<file path="src/rtl/cache_fill_fsm.sv">
// Cache block fill sequencer.
// Issues one word read per cycle for every word of the missing block.
// Returned words are counted by data_valid, not by assumed latency, and
// each one is steered to its word offset in the cache data array. After
// the last word, one DONE cycle writes the tag and pulses fill_done.
//
// state | meaning
// ------+---------------------------------------------------------------
// IDLE  | waiting for miss_detected; all outputs low, valids ignored
// FILL  | issuing reads (iss_cnt) and accepting returns (rx_cnt)
// DONE  | one cycle: tag write + fill_done, counters cleared
module cache_fill_fsm #(
  parameter int ADDR_WIDTH      = 16,
  parameter int WORDS_PER_BLOCK = 8
) (
  input  logic                               clk,
  input  logic                               rst_n,
  input  logic                               miss_detected,
  input  logic [ADDR_WIDTH-1:0]              miss_address,
  output logic                               fsm_busy,
  output logic                               mem_enable,
  output logic                               mem_wr,
  output logic [ADDR_WIDTH-1:0]              mem_addr,
  input  logic [15:0]                        memory_data,
  input  logic                               memory_data_valid,
  output logic                               write_data_array,
  output logic [$clog2(WORDS_PER_BLOCK)-1:0] data_word_offset,
  output logic [15:0]                        fill_data,
  output logic                               write_tag_array,
  output logic                               fill_done
);

  localparam int WW  = $clog2(WORDS_PER_BLOCK);
  // byte-offset bits within a block (block is 2*WORDS_PER_BLOCK bytes)
  localparam int OFF = WW + 1;
  // counters hold 0..WORDS_PER_BLOCK inclusive
  localparam int CW  = WW + 1;

  localparam logic [CW-1:0] CNT_FULL = CW'(WORDS_PER_BLOCK);
  localparam logic [CW-1:0] CNT_LAST = CW'(WORDS_PER_BLOCK - 1);
  localparam logic [ADDR_WIDTH-1:0] BLK_MASK =
    {{(ADDR_WIDTH-OFF){1'b1}}, {OFF{1'b0}}};

  typedef enum logic [1:0] {
    ST_IDLE = 2'd0,
    ST_FILL = 2'd1,
    ST_DONE = 2'd2
  } state_t;

  state_t                  state_q, state_nxt;
  logic [CW-1:0]           iss_cnt_q, iss_cnt_nxt;
  logic [CW-1:0]           rx_cnt_q, rx_cnt_nxt;
  logic [ADDR_WIDTH-1:0]   base_q, base_nxt;
  logic [ADDR_WIDTH-1:0]   issue_byte_off;
  logic                    issuing;
  logic                    accepting;

  // byte offset of the word being issued; base has the low OFF bits clear,
  // so the sum never carries out of the block
  assign issue_byte_off = {{(ADDR_WIDTH-OFF){1'b0}}, iss_cnt_q[WW-1:0], 1'b0};

  assign issuing   = (state_q == ST_FILL) && (iss_cnt_q < CNT_FULL);
  // a valid with no outstanding read (stale or spurious) is dropped
  assign accepting = (state_q == ST_FILL) && memory_data_valid &&
                     (rx_cnt_q < iss_cnt_q);

  // state, counters and captured block base
  always_ff @(posedge clk or negedge rst_n) begin
    if (!rst_n) begin
      state_q   <= ST_IDLE;
      iss_cnt_q <= '0;
      rx_cnt_q  <= '0;
      base_q    <= '0;
    end else begin
      state_q   <= state_nxt;
      iss_cnt_q <= iss_cnt_nxt;
      rx_cnt_q  <= rx_cnt_nxt;
      base_q    <= base_nxt;
    end
  end

  // next-state and output decode
  always_comb begin
    state_nxt        = state_q;
    iss_cnt_nxt      = iss_cnt_q;
    rx_cnt_nxt       = rx_cnt_q;
    base_nxt         = base_q;
    fsm_busy         = 1'b0;
    mem_enable       = 1'b0;
    mem_wr           = 1'b0;
    mem_addr         = '0;
    write_data_array = 1'b0;
    data_word_offset = '0;
    fill_data        = '0;
    write_tag_array  = 1'b0;
    fill_done        = 1'b0;

    case (state_q)
      ST_IDLE: begin
        if (miss_detected) begin
          base_nxt    = miss_address & BLK_MASK;
          iss_cnt_nxt = '0;
          rx_cnt_nxt  = '0;
          state_nxt   = ST_FILL;
        end
      end

      ST_FILL: begin
        fsm_busy = 1'b1;
        if (issuing) begin
          mem_enable  = 1'b1;
          mem_addr    = base_q + issue_byte_off;
          iss_cnt_nxt = iss_cnt_q + 1'b1;
        end
        if (accepting) begin
          write_data_array = 1'b1;
          data_word_offset = rx_cnt_q[WW-1:0];
          fill_data        = memory_data;
          rx_cnt_nxt       = rx_cnt_q + 1'b1;
          if (rx_cnt_q == CNT_LAST) begin
            state_nxt = ST_DONE;
          end
        end
      end

      ST_DONE: begin
        fsm_busy        = 1'b1;
        write_tag_array = 1'b1;
        fill_done       = 1'b1;
        iss_cnt_nxt     = '0;
        rx_cnt_nxt      = '0;
        state_nxt       = ST_IDLE;
      end

      default: begin
        state_nxt   = ST_IDLE;
        iss_cnt_nxt = '0;
        rx_cnt_nxt  = '0;
      end
    endcase
  end

endmodule

</file>
<file path="config.mk">
export PLATFORM = sky130hd
export DESIGN_NAME = cache_fill_fsm
export DESIGN_NICKNAME = d
export VERILOG_FILES = /design/src/rtl/cache_fill_fsm.sv
export SDC_FILE = /design/constraint.sdc
export NUM_CORES = 1
export LEC_CHECK = 0
export BUFFER_PORTS_ARGS = -buffer_cell sky130_fd_sc_hd__buf_2
export CAP_MARGIN = 40
export CORE_MARGIN = 2
export CORE_UTILIZATION = 40
export DETAILED_ROUTE_END_ITERATION = 10
export GPL_ROUTABILITY_DRIVEN = 0
export PLACE_DENSITY = 0.86
export SLEW_MARGIN = 20
export SYNTH_ARGS = -nofsm -noshare
export SYNTH_HDL_FRONTEND = slang
export SYNTH_SLANG_ARGS = --single-unit
</file>
<file path="constraint.sdc">
create_clock -name clk -period 2.2 [get_ports clk]
set_clock_uncertainty 0.1 [all_clocks]
set_input_delay 0.11 -clock clk [delete_from_list [all_inputs] [get_ports clk]]
set_output_delay 0.11 -clock clk [all_outputs]
set_load 0.1 [all_outputs]
</file>
==> summary.txt <==
Run status
  – Run status: complete, but fails checks
  – Failing checks: setup timing

Logic synthesis
  – Ys Warns: 0
  – EDFF count, synth: 0
  – Mapped Cells: 146
  – Post-synthesis sequential area ratio: 38.8%
  – Async S/R FF share, synth: 100%
  – Mapped Area: 0.00142 sq mm
  – Synth cell types: 33
  – Ys flop type: dfrtp_1
  – Mean Syn Cell Area: 9.71 sq um
  – Synth Register Bits: 22

Hold path
  – Hold WC Path Type: in -> async

Setup path
  – Critical Path RT: 1.99 ns
  – R2r startpoint: rx_cnt_q[1]
  – Reg2reg end: rx_cnt_q[0]
  – Arr. time, crit path: 2.14 ns
  – CP endpoint kind: output port
  – Crit Path Max Fanout: 3
  – Buf/Inv on CP: 3
  – CP peak stage delay: 0.45 ns
  – Reg2Reg Setup Slack: 0.04 ns
  – R2R depth: 9
  – Crit path max-delay family: simple AND/OR/NAND/NOR gates
  – Critical path class: reg -> out
  – Crit start category: flip-flop
  – Crit-path slowest cell: dfrtp_1
  – Critical Path, Cell by Cell: ha_4 > or3b_4 > o2111ai_4 > buf_16 > buf_6 > and3_4 > buf_12

CTS
  – H-tree level count: 1
  – Clock buffer depth: 2
  – Num Clock Sinks: 22
  – Total CTS buffers: 3
  – Worst skew pair latency: 0.32 ns
  – Clock transition at path regs: 0.14 ns
  – CTS tree: built
  – CTS root buffer: clkbuf_4

Timing
  – Final Hold Fails: 0
  – Final setup vio count: 20
  – Final Max Slew Viols: 0
  – RSZ-0062 raised after global routing: yes
  – Slew margin rel.: 54.6%
  – Slew @ Worst Pin: 0.680 ns
  – Final Critical Period: 2.35 ns
  – Fmax: 426 MHz
  – Period utilisation layout: 107%
  – Final WS setup: -0.146 ns

Global route
  – Initial antenna violation count: 1
  – GRT Total Usage: 29.3%
  – First-pass GRT wire length: 9060 um
  – Grt peak-use layer: met2
  – Largest net degree at the start of global routing: 23
  – Vias in the first global route: 1670
  – Met1 usage: 35.1%
  – GR Overflow Total: 0
  – Grt met3 use: 3.57%
  – Routing usage on met2: 50.5%

Final layout
  – Layout Cells excl Fill: 291
  – Area occupied by multi-input gates: 965 sq um
  – Final Util: 80.9%
  – Reg area: 551 sq um
  – Fin area: 0.00272 sq mm
  – Commonest non-fill, non-tap cells in the layout: buf_2 (47), buf_12 (24), dfrtp_1 (22)
  – Share of layout cells above drive strength 1: 61.9%
  – Final #Nets: 291
  – Area growth, synth to finish: 91.9%
  – Commonest non-fill, non-tap cell in the layout: buf_2
  – Filler cells: 207

Placement
  – Post-Place Setup Slack: 0.0384 ns
  – Detailed Place HPWL: 2910 um
  – Placed insts: 262
  – Placed cell area: 0.00227 sq mm
  – Port buffer count: 70

Power
  – Reg power frac: 16.0%
  – Pleak: 1.29 nW
  – Combinational power share: 76.5%
  – Internal power: 1.84 mW
  – Switch share: 56.6%
  – PwrDens: 1550 mW/mm^2
  – Maximum VDD drop: 0.00159 V
  – Sw Pwr: 2.39 mW
  – Clock Power Share: 7.5%

Route
  – Via/cell ratio: 5.79
  – Vias: 1684
  – DR iter-0 viols: 100
  – DRT Pass-1 Iters: 4
  – Total length of routed wires: 6180 um
  – Post-DRT Antenna Nets: 0
  – Drt drc: 0
  – Avg WL per Cell: 21.2 um

Floorplanning
  – Core ar.: 0.00336 sq mm
  – # IOs: 77
  – FP Rows: 21
  – Die ar.: 0.00404 sq mm
  – Initial core utilization: 42.2%
  – Die H: 63.5 um
  – Die W: 63.5 um

Run
  – # Max-Cap Violations: 0
[synthesized netlist by cell type, types with 2 or more instances]
library cell | instances | area, sq um
a21oi_1 | 4 | 20.0
and3_1 | 32 | 200
buf_4 | 4 | 30.0
clkbuf_1 | 9 | 33.8
dfrtp_1 | 22 | 551
ha_1 | 10 | 125
inv_1 | 7 | 26.3
mux2_2 | 14 | 158
nand2_1 | 11 | 41.3
nand2b_1 | 2 | 12.5
nand3_1 | 2 | 10.0
nand4b_1 | 2 | 17.5
nor2_1 | 2 | 7.51
nor3_1 | 4 | 20.0
o221ai_1 | 2 | 17.5
o22ai_1 | 2 | 12.5
[state kept, by name, indices dropped and copies added, names as in the netlist]
register and cells:
state_q 2, base_q 12, iss_cnt_q 4, rx_cnt_q 4
[timing repair]
item	CTS	global route
setup buffers	6	3
endpoints found under the hold margin	34	0
cloned	1	1
pin swaps	11	3
endpoints found under the setup margin	20	24
resized for setup	24	20
hold buffers	13	0
[metrics by stage]
stage	TNS [ns]	hold WS [ns]	total power, mW
6_report	-1.82	0.190	4.23
5_1_grt	-2.77	0.207	4.38
4_1_cts	-0.521	0.134	4.02
3_5_place_dp	0	0.0000385	3.32
3_3_place_gp	0	-0.00792	3.26
2_1_floorplan	-0.283	-0.286	2.68
[worst max-delay path by stage]
stage | startpoint | endpoint | slack [ns] | depth (start not counted)
final | rx_cnt_q[1] | fill_data[12] | -0.15 | 7
after global routing | rx_cnt_q[1] | fill_data[12] | -0.18 | 7
after CTS | rx_cnt_q[1] | fill_data[8] | -0.06 | 7
after detailed placement | iss_cnt_q[1] | state_q[1] | 0.04 | 6
after global placement | iss_cnt_q[1] | state_q[1] | 0.11 | 6
after floorplan | state_q[1] | mem_addr[2] | -0.14 | 5
[routing by layer]
metal	routed length (um)	part of all wire [%]	vias to the layer above
li1	-	-	724
met1	2340	38	831
met2	3210	52	105
met3	347	5.6	24
met4	283	4.6	0
met5	0	0	-
[power by group through the flow]
stage / Sequential, mW / Combinational [mW] / Clock [mW]
CTS: 0.657 / 3.04 / 0.314
floorplan: 0.636 / 2.04 / 0
detailed placement: 0.655 / 2.67 / 0
global route: 0.695 / 3.35 / 0.334
finish: 0.676 / 3.23 / 0.319
global placement: 0.642 / 2.62 / 0
[cell type report]
class / instances / area share (%)
inverters: 7 / 1.15
repair buffers: 107 / 39.0
multi-input cells: 104 / 35.5
clock buffers: 3 / 0.828
clock inverters: 1 / 1.10
flip-flops and latches: 22 / 20.2
well taps: 46 / 2.12
diodes: 1 / 0.0920
[cell families after synthesis]
family / synth area share, %
simple gates: 25.1
compound gates: 8.74
flops: 38.8
mux: 11.1
other cells: 0.265
fa+ha+maj: 8.83
buf+inv: 7.15
No activity file was read; power rests on OpenSTA's default activity.
